--- config.mk ---
export PLATFORM = sky130hd
export DESIGN_NAME = data_mem_ctrl
export DESIGN_NICKNAME = d
export VERILOG_FILES = /design/src/rtl/mem_pkg.sv /design/src/rtl/data_mem_ctrl_load_extend.sv /design/src/rtl/data_mem_ctrl.sv
export SDC_FILE = /design/constraint.sdc
export NUM_CORES = 1
export LEC_CHECK = 0
export CAP_MARGIN = 30
export CORE_UTILIZATION = 55
export CTS_CLUSTER_DIAMETER = 60
export DETAILED_ROUTE_END_ITERATION = 12
export DONT_BUFFER_PORTS = 1
export GPL_TIMING_DRIVEN = 1
export PLACE_DENSITY = 0.71
export SYNTH_ARGS = -nofsm -noshare
export SYNTH_HDL_FRONTEND = slang
export SYNTH_HIERARCHICAL = 1
export SYNTH_SLANG_ARGS = --single-unit
--- constraint.sdc ---
create_clock -name clk -period 1.6 [get_ports clk]
set_input_delay 0.32 -clock clk [delete_from_list [all_inputs] [get_ports clk]]
set_output_delay 0.32 -clock clk [all_outputs]
set_load 0.05 [all_outputs]
--- src/rtl/mem_pkg.sv ---
// Shared encodings, FSM state type and helpers for the data memory controller.
// Latency: n/a (types and pure functions only).
// Backpressure: n/a.
package mem_pkg;

    localparam logic [1:0] SZ_BYTE = 2'b00;
    localparam logic [1:0] SZ_HALF = 2'b01;
    localparam logic [1:0] SZ_WORD = 2'b10;
    localparam logic [1:0] SZ_BAD  = 2'b11;

    localparam logic RW_READ  = 1'b0;
    localparam logic RW_WRITE = 1'b1;

    typedef enum logic [1:0] {
        ST_IDLE   = 2'b00,
        ST_ACCESS = 2'b01,
        ST_RESP   = 2'b10
    } state_t;

    // Request fields latched at handshake; wdata is already masked to size.
    typedef struct packed {
        logic        rw;
        logic [1:0]  size;
        logic        sgn;
        logic [31:0] addr;
        logic [31:0] wdata;
    } req_t;

    // Number of bytes touched by an access. The illegal encoding reports 4 so
    // the range check stays conservative; it is rejected separately anyway.
    function automatic logic [2:0] bytes_of(input logic [1:0] size);
        case (size)
            SZ_BYTE: bytes_of = 3'd1;
            SZ_HALF: bytes_of = 3'd2;
            default: bytes_of = 3'd4;
        endcase
    endfunction

    // Clear the store data bits above the access size.
    function automatic logic [31:0] mask_data(input logic [1:0] size, input logic [31:0] data);
        case (size)
            SZ_BYTE: mask_data = {24'h0, data[7:0]};
            SZ_HALF: mask_data = {16'h0, data[15:0]};
            default: mask_data = data;
        endcase
    endfunction

endpackage

--- src/rtl/data_mem_ctrl_load_extend.sv ---
// Formats raw RAM read data to the access size with sign or zero extension.
// Latency: purely combinational.
// Backpressure: none, no handshake.
module load_extend
    import mem_pkg::*;
(
    input  logic [1:0]  i_size,
    input  logic        i_signed,
    input  logic [31:0] i_raw,
    output logic [31:0] o_data
);

    // Select the live bytes and fill the upper bits from the sign bit or zero.
    always_comb begin
        o_data = i_raw;
        case (i_size)
            SZ_BYTE: o_data = {{24{i_signed & i_raw[7]}}, i_raw[7:0]};
            SZ_HALF: o_data = {{16{i_signed & i_raw[15]}}, i_raw[15:0]};
            default: o_data = i_raw;
        endcase
    end

endmodule

--- src/rtl/data_mem_ctrl.sv ---
// MEM-stage load/store controller: alignment/range check, timed RAM access, one response.
// Latency: legal access responds WAIT_CYCLES+1 cycles after handshake, illegal after 1.
// Backpressure: req_ready is high only in IDLE; one outstanding request, master holds.
module data_mem_ctrl
    import mem_pkg::*;
#(
    parameter int MEM_BYTES   = 256,
    parameter int WAIT_CYCLES = 1
) (
    input  logic        clk,
    input  logic        reset_n,
    input  logic        req_valid,
    output logic        req_ready,
    input  logic        req_rw,
    input  logic [1:0]  req_size,
    input  logic        req_signed,
    input  logic [31:0] req_addr,
    input  logic [31:0] req_wdata,
    output logic        resp_valid,
    output logic [31:0] resp_rdata,
    output logic        resp_err,
    output logic        busy,
    output logic        ram_enable,
    output logic        ram_rw,
    output logic [31:0] ram_addr,
    output logic [31:0] ram_wdata,
    output logic [1:0]  ram_size,
    input  logic [31:0] ram_rdata
);

    localparam int CW = (WAIT_CYCLES > 1) ? $clog2(WAIT_CYCLES) : 1;
    localparam logic [CW-1:0] CNT_INIT = CW'(WAIT_CYCLES - 1);

    state_t        r_state;
    state_t        w_state_nxt;
    req_t          r_req;
    logic [CW-1:0] r_cnt;
    logic          w_hs;
    logic          w_illegal;
    logic [32:0]   w_last;
    logic [31:0]   w_load_dat;

    assign req_ready = (r_state == ST_IDLE);
    assign busy      = (r_state != ST_IDLE);
    assign w_hs      = req_valid && req_ready;

    // RAM pins come straight from the latched request flops, so they stay
    // stable for the whole access window.
    assign ram_rw    = r_req.rw;
    assign ram_addr  = r_req.addr;
    assign ram_wdata = r_req.wdata;
    assign ram_size  = r_req.size;

    // Reject bad size, misalignment, and any access whose last byte lies past the RAM.
    always_comb begin
        w_last    = {1'b0, req_addr} + 33'(bytes_of(req_size)) - 33'd1;
        w_illegal = 1'b0;
        if (req_size == SZ_BAD)
            w_illegal = 1'b1;
        if ((req_size == SZ_HALF) && req_addr[0])
            w_illegal = 1'b1;
        if ((req_size == SZ_WORD) && (req_addr[1:0] != 2'b00))
            w_illegal = 1'b1;
        if (w_last >= 33'(MEM_BYTES))
            w_illegal = 1'b1;
    end

    load_extend u_load_extend (
        .i_size   (r_req.size),
        .i_signed (r_req.sgn),
        .i_raw    (ram_rdata),
        .o_data   (w_load_dat)
    );

    // State register.
    always_ff @(posedge clk or negedge reset_n) begin
        if (!reset_n)
            r_state <= ST_IDLE;
        else
            r_state <= w_state_nxt;
    end

    // Next-state decode: illegal requests skip ACCESS entirely.
    always_comb begin
        w_state_nxt = r_state;
        case (r_state)
            ST_IDLE: begin
                if (w_hs)
                    w_state_nxt = w_illegal ? ST_RESP : ST_ACCESS;
            end
            ST_ACCESS: begin
                if (r_cnt == '0)
                    w_state_nxt = ST_RESP;
            end
            ST_RESP:   w_state_nxt = ST_IDLE;
            default:   w_state_nxt = ST_IDLE;
        endcase
    end

    // Datapath: latch request, run the wait counter, build the one-cycle response.
    always_ff @(posedge clk or negedge reset_n) begin
        if (!reset_n) begin
            r_req      <= '0;
            r_cnt      <= '0;
            ram_enable <= 1'b0;
            resp_valid <= 1'b0;
            resp_err   <= 1'b0;
            resp_rdata <= '0;
        end else begin
            resp_valid <= 1'b0;
            resp_err   <= 1'b0;
            resp_rdata <= '0;
            case (r_state)
                ST_IDLE: begin
                    if (w_hs) begin
                        r_req <= '{rw:    req_rw,
                                   size:  req_size,
                                   sgn:   req_signed,
                                   addr:  req_addr,
                                   wdata: mask_data(req_size, req_wdata)};
                        if (w_illegal) begin
                            resp_valid <= 1'b1;
                            resp_err   <= 1'b1;
                        end else begin
                            ram_enable <= 1'b1;
                            r_cnt      <= CNT_INIT;
                        end
                    end
                end
                ST_ACCESS: begin
                    if (r_cnt == '0) begin
                        ram_enable <= 1'b0;
                        resp_valid <= 1'b1;
                        resp_rdata <= (r_req.rw == RW_READ) ? w_load_dat : 32'h0;
                    end else begin
                        r_cnt <= r_cnt - CW'(1);
                    end
                end
                default: ;
            endcase
        end
    end

endmodule

# After elaboration in Yosys (flattened, before gate mapping)
# Cells that the tools add are included.
# word_totals
ff_bits	106
in_bits	103
# classes
add_sub_neg	3
order_cmp	1
reduce_logical	13
n_eq_ne	8
bitwise_logic	2
muxes	27
# ops
operator	n
$pmux W32 S2	2
$mux W32	3
$add A32 B3 Y33	1
$ge A33 B9 Y1 const B	1
$sub A33 B1 Y33 const B	1
$mux W1	14
$eq A2 B1 Y1 const B	3
$logic_not A2 Y1	3
$mux W2	3
$pmux W1 S2	3
$pmux W3 S2	1
$reduce_bool A2 Y1	3
$eq A2 B2 Y1 const B	2
$ne A2 B2 Y1 const B	2
$pmux W2 S2	1
$reduce_and A2 Y1	2
$reduce_and A4 Y1	1
$logic_and A1 B1 Y1	3
$reduce_and A3 Y1	1
$and A1 B1 Y1	2
$ne A2 B1 Y1 const B	1
$sub A1 B1 Y1 const B	1

# Longest topological paths before layout
# Gate-level depths: netlist of the first run.
# depth
word_depth	9
depth_mapped	17

# Modules after synthesis
# The synthesis of the first run kept the hierarchy.
# modules_own_cells
mod	cells_each	n_inst	seq_area_each_um2	area_each_um2
data_mem_ctrl	796	1	2627.5	6955.4
load_extend	66	1	0.0	385.4

# Worst setup path after synthesis of the first run
# No wires, ideal clock.
# synth_path
path_type	input to register
from	input req_size[1]
to	register r_state[1]
t_arrival_ns	3.474
cell_stages	16
n_path_buf	2
setup_slack_ns	-2.026
path_cell_list	buf_2 -> or2_2 -> clkbuf_1 -> ha_1 -> inv_1 -> ha_1 -> inv_1 -> fa_1 -> nand2b_4 -> a21oi_4 -> o211ai_4 -> a21o_1 -> mux2_4 -> or3_4 -> nor4_4 -> a41oi_1
# synth_between
elab_chain_len	9
word_cells_on_any_way	17
# synth_lines
item	line	rtl
from (decl)	data_mem_ctrl.sv:15	input logic [1:0] req_size,
$eq A2 B1 Y1 / $logic_not A2 Y1 (equally long branches)	mem_pkg.sv:32, data_mem_ctrl.sv:60	
$pmux W3 S2	mem_pkg.sv:32	case (size)
$add A32 B3 Y33	data_mem_ctrl.sv:56	w_last = {1'b0, req_addr} + 33'(bytes_of(req_size)) - 33'd1;
$sub A33 B1 Y33	data_mem_ctrl.sv:56	
$ge A33 B9 Y1	data_mem_ctrl.sv:64	if (w_last >= 33'(MEM_BYTES))
$mux W1 (*)	data_mem_ctrl.sv:64	
$mux W2 (*)	data_mem_ctrl.sv:89	w_state_nxt = w_illegal ? ST_RESP : ST_ACCESS;
$mux W2 (*)	data_mem_ctrl.sv:88	if (w_hs)
$pmux W2 S2 (*)	data_mem_ctrl.sv:86	case (r_state)
to (signal assigned)	data_mem_ctrl.sv:80	r_state <= w_state_nxt;
to (decl)	data_mem_ctrl.sv:34	state_t r_state;
# Every way passes the cells marked *; elsewhere a longest branch is shown, timed or not. The select of a mux whose other input is x is not followed.
# A chain may end at the register's enable or synchronous reset.

# Final worst setup path of the first run
# layout_path
from	input req_size[0]
to	register resp_valid
# layout_between
elab_chain_len	9
word_cells_on_any_way	17
# layout_lines
item	line	rtl
$eq A2 B1 Y1 / $logic_not A2 Y1 (equally long branches)	mem_pkg.sv:32, data_mem_ctrl.sv:60	
$pmux W3 S2	mem_pkg.sv:32	
$add A32 B3 Y33	data_mem_ctrl.sv:56	
$sub A33 B1 Y33	data_mem_ctrl.sv:56	
$ge A33 B9 Y1	data_mem_ctrl.sv:64	
$mux W1 (*)	data_mem_ctrl.sv:64	
$mux W1 (*)	data_mem_ctrl.sv:121	if (w_illegal) begin
$mux W1 (*)	data_mem_ctrl.sv:115	if (w_hs) begin
$pmux W1 S2 (*)	data_mem_ctrl.sv:113	case (r_state)
to (signal assigned)	data_mem_ctrl.sv:110	resp_valid <= 1'b0;
to (signal assigned)	data_mem_ctrl.sv:122	resp_valid <= 1'b1;
to (signal assigned)	data_mem_ctrl.sv:133	resp_valid <= 1'b1;
to (decl)	data_mem_ctrl.sv:19	output logic resp_valid,
# Every way passes the cells marked *; elsewhere a longest branch is shown, timed or not.

==> results.md, run 1 <==
* Gpl congestion at around 1.1
* H-tree levels at 3
* Yosys cell types at 83
* Multiplexer share of the synthesized area at roughly 3.3%
* Crit. End Element: register
* Post-synth top flop: dfrtp_1
* Final Slew Violations at 0
* Final Hold Viols at 105
* Top cell type's share of synthesized area at between 30% and 40%
* IO buf count at 0
* All-Layer GR Usage at between 30% and 40%
* First-pass detailed-route iteration total at 7
* Failing checks: hold timing, setup timing
* Slew headroom at about three fifths
* Clock Path Buffers at 2
* Pleak at 4.19 nW
* Top-count cell post-synth: nand2_1
* Vias per cell at ~6.0
* RSZ-0062 raised after global routing: true
* Setup slack, reg-to-reg at between 0.15 and 0.2 ns
* P_int at roughly 0.0052 W
* Crit share post-route at 180%
* Layout Skew at 0.0109 ns
* Via count at 6656
* Clock power share at ~28%
* Switch share at between 30% and 40%
* Max Fclk at between 300 and 400 MHz
* Most common library cells after synthesis: nand2_1 (142), dfrtp_1 (105), o21ai_0 (90)
* Initial antenna violation count at 0
* Cell count after synthesis at between 800 and 900
* Sink Count at ~110
* Post-synth ARST share at 100%
* Area after DPL at approximately 0.0082 mm²
* CP required at between 1.5 and 2 ns
* CP arrival at around 3 ns
* Vias in the first global route at 6632
* Gate power share at between 20% and 30%
* Clock transition at path regs at roughly 0.08 ns
* Worst Max-Slew Pin Slew at between 0.5 and 0.6 ns
* Post-Synth Adder-Cell Area at roughly 6.1%
* First-pass GRT wire length at approximately 34 mm
* Starting Density at 57.2%
* Row cnt at 41
* IO Pins at between 200 and 250
* Final Core Density at roughly two thirds
* Net Sw Power at between 0.003 and 0.004 W
* Footprint of the multi-input gates at 0.00393 mm²
* Compound-cell area share of the yosys netlist at ~22%
* Crit path kind: in -> reg
* RR Startpoint: ram_size[0]
* Nets at around 1100
* Sequential share of power at between 40 and 50%
* Post-synthesis sequential area ratio at ~36%
* Critical path origin: req_size[0]
* Die Ht at ~120 µm
* Final ANT Viol Nets at 0
* Hold Slack at -0.347 ns
* EDFF count, synth at 0
* Peak supply drop at about 0.52 mV
* Number of synthesized register bits at 105
* Area leader, netlist: dfrtp_1
* Filler cell count at between 1000 and 1500
* Overall routed net length at ~22 mm
* Final setup margin at -1.28 ns
* Largest net degree at the start of global routing at 106
* Cts bufs inserted at 9
* Worst min path class: in -> async
* Grt total ovfl at 0
* Clock root buffer: clkbuf_16
* PwrDens at a little under 1000 mW/mm²
* P&R area growth vs syn at 18.0%
* Critical Path Start Type: input pin
* Setup crit end: resp_valid
* Core Area at 0.0128 mm²
* Yosys warning count at 6
* Outcome: complete, but fails checks
* DR iter-0 viols at between 600 and 700
* Clock Latency Late Sink at approximately 0.35 ns
* Synth area leaders: dfrtp_1 (36%), buf_4 (7.7%), nand2_1 (7.3%)
* Syn Nets at 1000
* TritonCTS clock tree: done
* Fin crit period at ~2.9 ns
* Setup violators final at 5
* Hpwl dp at between 15 and 20 mm
* Share of cells above drive strength 1 at 28.3%
* Mapped Avg Cell Area at approximately 8.5 µm²
* WL per Instance at ~20 µm
* R2R Path End: resp_rdata[18]
* Cell Area, Synth at 0.00734 mm²
* Synth Area in Simple Gates at around a fifth
* DR DRC count at 0
* Post-synthesis xor/xnor area fraction at 0.239%
* Path depth of the worst reg2reg path at 3
* Max Cap Viol at 0
* Total die area at between 0.01 and 0.015 mm²
* Sequential Area at around 0.0026 mm²
* Antenna Cells at 0
* Chip width at approximately 120 µm
* Post-route cell area at 0.00866 mm²
* Largest family of logic cells by synthesized area: compound AO/OA/AOI/OAI gates
* Crit-path max FO at 5
-- what timing repair did --
| item | CTS | global route |
|---|---|---|
| endpoints found under the hold margin | 105 | 105 |
| setup buffers | 3 | 2 |
| gates resized for setup | 17 | 7 |
| endpoints found under the setup margin | 6 | 6 |
| pin swaps | 11 | 5 |
-- state kept, by name, summed over array words and instances, names as in the netlist --
signal	count
ram_size	2
ram_addr	32
resp_rdata	32
ram_rw	1
ram_wdata	32
ram_enable	1
resp_valid	1
r_state	2
r_req	1
resp_err	1
-- logic make-up (layout without fill, tap and decap cells) --
group                      after synthesis  after routing
and+or+nand+nor                        295            295
DFF                                    105            105
adders and majority gates               35             35
muxes                                   21             21
xor gates and xnor gates                 2              2
AOI/OAI and AO/OA                      240            240
buffers and inverters                  164            241
-- per-layer routing --
| layer | track usage, % | wire length, µm |
|---|---|---|
| met1 | 39.0 | 8570 |
| met2 | 54.5 | 10800 |
| met3 | 6.25 | 1740 |
| met4 | 9.54 | 456 |
| met5 | 0 | 0 |
-- worst min-delay path by stage --
| stage | start | cells after the start | to | slack, ns |
|---|---|---|---|---|
| 6_report | reset_n | 0 | resp_rdata[6] | -0.35 |
| 5_1_grt | reset_n | 0 | resp_rdata[4] | -0.36 |
| 4_1_cts | reset_n | 0 | resp_rdata[24] | -0.35 |
| 3_5_place_dp | reset_n | 0 | resp_rdata[6] | 0.03 |
| 3_3_place_gp | reset_n | 0 | resp_rdata[6] | 0.03 |
| 2_1_floorplan | reset_n | 0 | r_req[64] | 0.02 |
-- power by group through the flow --
stage                     logic [W]  clock network (W)  registers, W
after floorplan             0.00248                  0       0.00305
final                       0.00240            0.00241       0.00380
after detailed placement    0.00226                  0       0.00386
after CTS                   0.00233            0.00244       0.00380
after global routing        0.00260            0.00255       0.00382
after global placement      0.00220                  0       0.00385
-- critical path, stage by stage --
cell,delay (ns)
or2_4,0.25
ha_4,0.17
inv_4,0.05
ha_4,0.13
inv_2,0.03
fa_2,0.32
nand2b_4,0.15
a21oi_4,0.17
o211ai_4,0.11
a21o_4,0.24
mux2_4,0.30
or3_4,0.38
nor4_4,0.28
a41oi_1,0.17
-- area by class of cell --
| cell class | count | share of cell area, % |
|---|---|---|
| clock buffer | 9 | 2.60 |
| clock inverter | 7 | 1.24 |
| sequential | 105 | 30.3 |
| timing repair buffer | 179 | 15.9 |
| multi-input combinational | 593 | 45.4 |
| tap | 172 | 2.48 |
| inverter | 46 | 2.02 |
-- cells in the final DEF, fill, tap and decap left out, types with 4 or more instances in the layout --
cell and instances:
buf_4 176, nand2_1 141, dfrtp_1 104, o21ai_0 88, inv_1 43, a21oi_1 37, and2_1 35, nor2_1 32
ha_1 30, nand4_1 14, a21o_1 12, o21ai_1 12, mux2_2 11, o21ai_2 9, o211ai_1 9, clkbuf_16 9
nand3_1 8, o21a_1 7, or3_1 7, nor4_1 7, mux2i_1 7, nor3_1 6, and3_1 6, or2_2 5
a31oi_1 5, a211oi_1 5, nand2b_1 4, o21bai_1 4, o2111ai_1 4, ha_4 4
-- metrics by stage --
stage	TNS, ns	power, W	setup WS (ns)	instances
2_1_floorplan	-8.51	0.00553	-1.78	862
4_1_cts	-6.29	0.00857	-1.30	1109
3_3_place_gp	-7.82	0.00604	-1.61	1090
6_report	-6.33	0.00861	-1.28	1111
3_5_place_dp	-8.36	0.00612	-1.70	1090
5_1_grt	-6.83	0.00897	-1.39	1111
(Power assumes the default switching activity.)
==> run 2: changes to the inputs <==
--- a/config.mk
+++ b/config.mk
@@ -5,6 +5,7 @@
 export SDC_FILE = /design/constraint.sdc
 export NUM_CORES = 1
 export LEC_CHECK = 0
+export ABC_CLOCK_PERIOD_IN_PS = 1600
 export CAP_MARGIN = 30
 export CORE_UTILIZATION = 55
 export CTS_CLUSTER_DIAMETER = 60
==> results of run 2 <==
The final DEF is identical to that of run 1; final timing and power are the same.
==> run 3: changes to the inputs <==
--- a/config.mk
+++ b/config.mk
@@ -12,6 +12,7 @@
 export DETAILED_ROUTE_END_ITERATION = 12
 export DONT_BUFFER_PORTS = 1
 export GPL_TIMING_DRIVEN = 1
+export MAX_ROUTING_LAYER = met4
 export PLACE_DENSITY = 0.71
 export SYNTH_ARGS = -nofsm -noshare
 export SYNTH_HDL_FRONTEND = slang
==> run 3 against run 2 <==
  * The run still ends with hold timing, setup timing left
  * Global-route usage rose by 0.88 points
  * Critical path depth did not move
  * Cell count fell by 0.54%
  * Flip-flop and latch count did not move
  * Setup slack got worse by 0.093 ns
  * Non-clock buffer count fell by 6
  * Register-to-register slack improved by 0.02 ns
  * Critical path type unchanged
  * Critical endpoint unchanged
  * Largest power group unchanged
==> results.md, run 3 (same netlist as run 1, synthesis figures left out) <==
* Worst min path class: in -> async
* TritonCTS clock tree: done
* DR iter-0 viols at 430
* WL per Instance at 19.4 µm
* Chip width at between 100 and 150 µm
* Worst Path Buf+Inv at 2
* Critical Path Start Type: input pin
* Most frequent cells in the layout: buf_4 (170), nand2_1 (141), dfrtp_1 (105)
* Net Sw Power at 0.00337 W
* Crit share post-route at 186%
* Nets at 1066
* Final Core Density at 67.0%
* Final Power at ~0.0086 W
* Grt total ovfl at 0
* Cts bufs inserted at 9
* Met3 wire length at approximately 1.3 mm
* Clock Path Buffers at 2
* Final setup margin at -1.38 ns
* DR DRC count at 0
* P_int at 0.00521 W
* Slew headroom at between 60% and 70%
* Outcome: complete, but fails checks
* Clock root buffer: clkbuf_16
* Post-Layout Cell Count at between 1000 and 1500
* Clock Latency Late Sink at roughly 0.35 ns
* Peak supply drop at around 0.64 mV
* Sequential share of power at between 40% and 50%
* Vias in the first global route at 6368
* CP required at between 1.5 and 2 ns
* Max incr delay on CP at 0.35 ns
* Max Cap Viol at 0
* All-Layer GR Usage at 32.2%
* Worst Max-Slew Pin Slew at 0.592 ns
* Switch share at roughly 39%
* Setup violators final at 5
* Failing checks: hold timing, setup timing
* CP cell instances: or2_4 -> ha_4 -> inv_2 -> ha_4 -> inv_2 -> fa_2 -> nand2b_4 -> a21oi_4 -> o211ai_4 -> a21o_1 -> mux2_4 -> or3_4 -> nor4_4 -> a41oi_2
* Largest net degree at the start of global routing at 106
* Top sig layer: met4
* PwrDens at about 1000 mW/mm²
* Top Family by Delay on Critical Path: simple AND/OR/NAND/NOR gates
* Gpl congestion at 0.996
* Post-route cell area at 0.00859 mm²
* Initial antenna violation count at 0
* Layout Skew at about 0.013 ns
* Core Area at 0.0128 mm²
* P&R area growth vs syn at 17.0%
* First-pass detailed-route iteration total at 5
* Setup slack, reg-to-reg at approximately 0.18 ns
* RSZ-0062 raised after global routing: true
* Max Fclk at between 300 and 400 MHz
* Final Hold Viols at about 110
* Clock transition at path regs at approximately 0.08 ns
* Fin crit period at between 2 and 3 ns
* Pleak at around 4.2 nW
* Hpwl dp at approximately 17 mm
* WL met1 at 9.41 mm
* Total die area at around 0.014 mm²
* Cells after DPL at between 1000 and 1500
* Commonest non-fill, non-tap cell in the layout: buf_4
* Vias per cell at a little under 6
* Final ANT Viol Nets at 0
* First-pass GRT wire length at 34.3 mm
* Row cnt at 41
* Area after DPL at 0.00812 mm²
* Crit path kind: in -> reg
* Critical-path top delay cell: nor4_4
* CP arrival at 3.18 ns
* Overall routed net length at between 20 and 25 mm
* Crit-path max FO at 5
* Die Ht at approximately 120 µm
* Clock power share at between 20 and 30%
* Final Slew Violations at 0
* Met2 WL at about 10 mm
* Hold Slack at -0.341 ns
* H-tree levels at 3
* IO Pins at 207
* Share of cells above drive strength 1 at a little over a quarter
* IO buf count at 0
* Via count at approximately 6400
* Starting Density at between 50% and 60%
* Crit. End Element: register
* Sink Count at about 110
* Antenna Cells at 0
* Gate power share at roughly 28%
run 3: power groups by stage:
| stage | clock network (W) | logic, W | registers (W) |
|---|---|---|---|
| floorplan | 0 | 0.00248 | 0.00305 |
| global placement | 0 | 0.00222 | 0.00385 |
| detailed placement | 0 | 0.00226 | 0.00386 |
| CTS | 0.00243 | 0.00234 | 0.00380 |
| global route | 0.00256 | 0.00259 | 0.00383 |
| finish | 0.00240 | 0.00238 | 0.00380 |
run 3: worst paths after layout:
kind / from / endpoint / depth (start not counted)
max reg2reg: ram_size[0] / resp_rdata[17] / 3
min reg2reg: r_req[64] / r_req[64] / 1
max in group asynchronous: reset_n / ram_addr[7] / 0
min in group clk: ram_rdata[4] / resp_rdata[4] / 1
max: req_size[0] / resp_valid / 14
min: reset_n / resp_rdata[14] / 0
run 3: area by class of cell:
cell class,count,area (µm²)
clock buffer,9,225
clock inverter,7,108
fill,1077,4230
inverter,46,175
multi-input combinational,593,3910
sequential,105,2630
tap,172,215
timing repair buffer,173,1330
run 3: through the flow:
step	worst slack, ns	TNS [ns]
final	-1.38	-6.74
after global routing	-1.43	-7.13
after CTS	-1.32	-6.55
after detailed placement	-1.86	-8.81
after global placement	-1.70	-8.11
after floorplan	-1.78	-8.51
run 3: worst reg2reg max path, cell delays in order, from the launching register on:
cell and delay, ns:
dfrtp_1 0.47, mux2i_4 0.55, o21ai_0 0.15, and2_1 0.15
run 3: metal layers:
layer,up-vias,GRT usage (%)
met3,21,6.15
met5,-,-
met4,0,6.57
li1,3080,-
met1,3105,41.5
met2,209,52.9
run 3: timing repair:
action,4_1_cts,5_1_grt
endpoints found under the setup margin,5,5
hold endpoints to repair,105,105
resized for setup,16,3
buffers inserted,3,0
pin swaps,11,9
==> RTL change: new RTL, flow settings as in run 2 <==
Put one more register stage on the output `resp_err`, without a reset. The value now appears one clock later. The other outputs are not delayed to match.
--- a/src/rtl/data_mem_ctrl.sv
+++ b/src/rtl/data_mem_ctrl.sv
@@ -30,6 +30,8 @@
 
     localparam int CW = (WAIT_CYCLES > 1) ? $clog2(WAIT_CYCLES) : 1;
     localparam logic [CW-1:0] CNT_INIT = CW'(WAIT_CYCLES - 1);
+
+    logic resp_err_s0;
 
     state_t        r_state;
     state_t        w_state_nxt;
@@ -104,11 +106,11 @@
             r_cnt      <= '0;
             ram_enable <= 1'b0;
             resp_valid <= 1'b0;
-            resp_err   <= 1'b0;
+            resp_err_s0 <= 1'b0;
             resp_rdata <= '0;
         end else begin
             resp_valid <= 1'b0;
-            resp_err   <= 1'b0;
+            resp_err_s0 <= 1'b0;
             resp_rdata <= '0;
             case (r_state)
                 ST_IDLE: begin
@@ -120,7 +122,7 @@
                                    wdata: mask_data(req_size, req_wdata)};
                         if (w_illegal) begin
                             resp_valid <= 1'b1;
-                            resp_err   <= 1'b1;
+                            resp_err_s0 <= 1'b1;
                         end else begin
                             ram_enable <= 1'b1;
                             r_cnt      <= CNT_INIT;
@@ -141,5 +143,9 @@
         end
     end
 
+    always_ff @(posedge clk) begin
+        resp_err <= resp_err_s0;
+    end
+
 endmodule
 
Function: changed (Yosys sat finds a counterexample within 4 cycles, from zero or initial values and one cycle with reset_n low).
==> RTL change against run 2 <==
  * Setup slack better by 140 ps
  * Total power shrank 8.4%
  * Count of clock-buffer cells in the layout rose by 1
  * Cell area fell by 10%
  * Largest cell class unchanged
  * Critical path type unchanged
  * Area after synthesis down 8.1%
  * Final cell count is 11% lower
  * The run still ends with hold timing, setup timing left
  * Sequential cell count grew 1
  * Fmax is 5.1% higher
  * Combinational power down 23%
  * Routed wire length fell by 24%
  * Non-clock buffer count shrank 35
==> RTL change: results (changes against run 2) <==
[layout]
num-fill-cells = 1006  ; -3.7%
buffer_area_share_pct = 14.2  ; -1.8 points
multi_input_area_mm2 = 0.00337  ; -14%
nClkBuffers = 10  ; +1
seqCellArea_mm2 = 0.00265  ; +0.71%
inv_count = 50  ; +8.7%
num-nonclk-buffers = 144  ; -20%
syn2layout_area_growth_pct = 15.6
antenna-diode-count = 0  ; unchanged
drive_gt1_share_pct = 25.5  ; -2.9 points
clkCellAreaFrac_pct = 3.82  ; -0.024 points
nNetsFinal = 973  ; -9.2%

[worst_setup_path]
cpPeakStageDelay_ps = 550  ; +170 ps
crit_path_top_delay_cell = or4_4
rrSetupSlack_ps = 110  ; -50 ps
startpoint = req_addr[12]
crit_fanout = 3  ; -2
cp.arrival_ps = 2980  ; -110 ps

[routing]
wl_met1_um = 6680  ; -22%
wl_per_cell_um = 16.7  ; -14%
wl_met2_um = 8370  ; -23%
firstDrtPassIters = 5  ; -2
wl_met3_um = 1000  ; -42%
dr.first_iter.drc_count = 354  ; -42%

[cts]
clock-sinks = 106  ; +0.95%
ctsResizeCount = 19  ; +2
postCtsSetupRepairBufs = 2  ; -1

[timing]
setup_viol = 5  ; unchanged
timing.final.ws_setup_ps = -1150  ; +139 ps
hold_viol_final = 105  ; unchanged
fin_hold_ws_ps = -344  ; +2.04 ps
slew_headroom_pct = 60.4  ; -1.2 points

[run_status]
violations = hold timing, setup timing
status = complete, but fails checks

[synthesis]
synth_common_cells = 132 x nand2_1, 105 x dfrtp_1, 99 x o21ai_0
muxShareOfSynthArea_pct = 2.91  ; -0.38 points
syn_nets = 928  ; -7.2%
synth.distinct_cells = 67  ; -19%
synthXorXnorAreaFrac_pct = 1.43  ; +1.2 points
synth_top_area_share_pct = 38.9  ; +3.1 points
synth_compound_area_share_pct = 18.3  ; -3.2 points
synth_top_cells_by_area = dfrtp_1 39%, buf_4 8.2%, nand2_1 7.3%
async_reset_ff_share_pct = 99.1  ; -0.94 points
yosys.area_share.adder_pct = 6.60  ; +0.53 points
synth.yosys.seq_area_share_pct = 39.2  ; +3.4 points

[global_route]
grtUsageMet2_pct = 47.5  ; -7.0 points
grtUsageTotal_pct = 26.4  ; -4.9 points
gr-usage-met3_pct = 4.87  ; -1.4 points
grt_pass1_wl_um = 26700  ; -22%
grt_pass1_vias = 5579  ; -16%
grt_util_met1_pct = 30.8  ; -8.2 points

[pwr]
leakagePower_nw = 3.81  ; -9.2%
irDropWorstVdd_mv = 0.577  ; +11%

[placement]
gp_congestion = 0.892  ; -16%
hpwl_um = 12800  ; -26%

[floorplanning]
n_tap_cell = 147  ; -15%

[RTL change: cell count changes after synthesis, sizes merged, moves of 5 or more]
cell / before / now
a21o: 15 / 2
buf: 94 / 82
nand2: 142 / 132
nand4: 14 / 6
nor4: 10 / 3
o211ai: 11 / 4
a21oi: 41 / 35
nor2: 33 / 27
nor3: 7 / 13
or2: 6 / 1
xor2: 1 / 6
[RTL change: through the flow]
step	setup slack, ps	instances	setup TNS, ps
final	-1150	987	-5500
after global routing	-1260	987	-6100
after global placement	-1490	968	-7240
after CTS	-1090	986	-5170
after detailed placement	-1560	968	-7530
after floorplan	-1460	790	-7030
[RTL change: report_power, final]
group	switching [mW]	internal, mW	leakage (nW)	total, mW
logic	0.973	0.870	2.30	1.84
clock network	1.09	1.14	0.145	2.23
registers	0.927	2.89	1.36	3.82
total	2.99	4.90	3.81	7.88
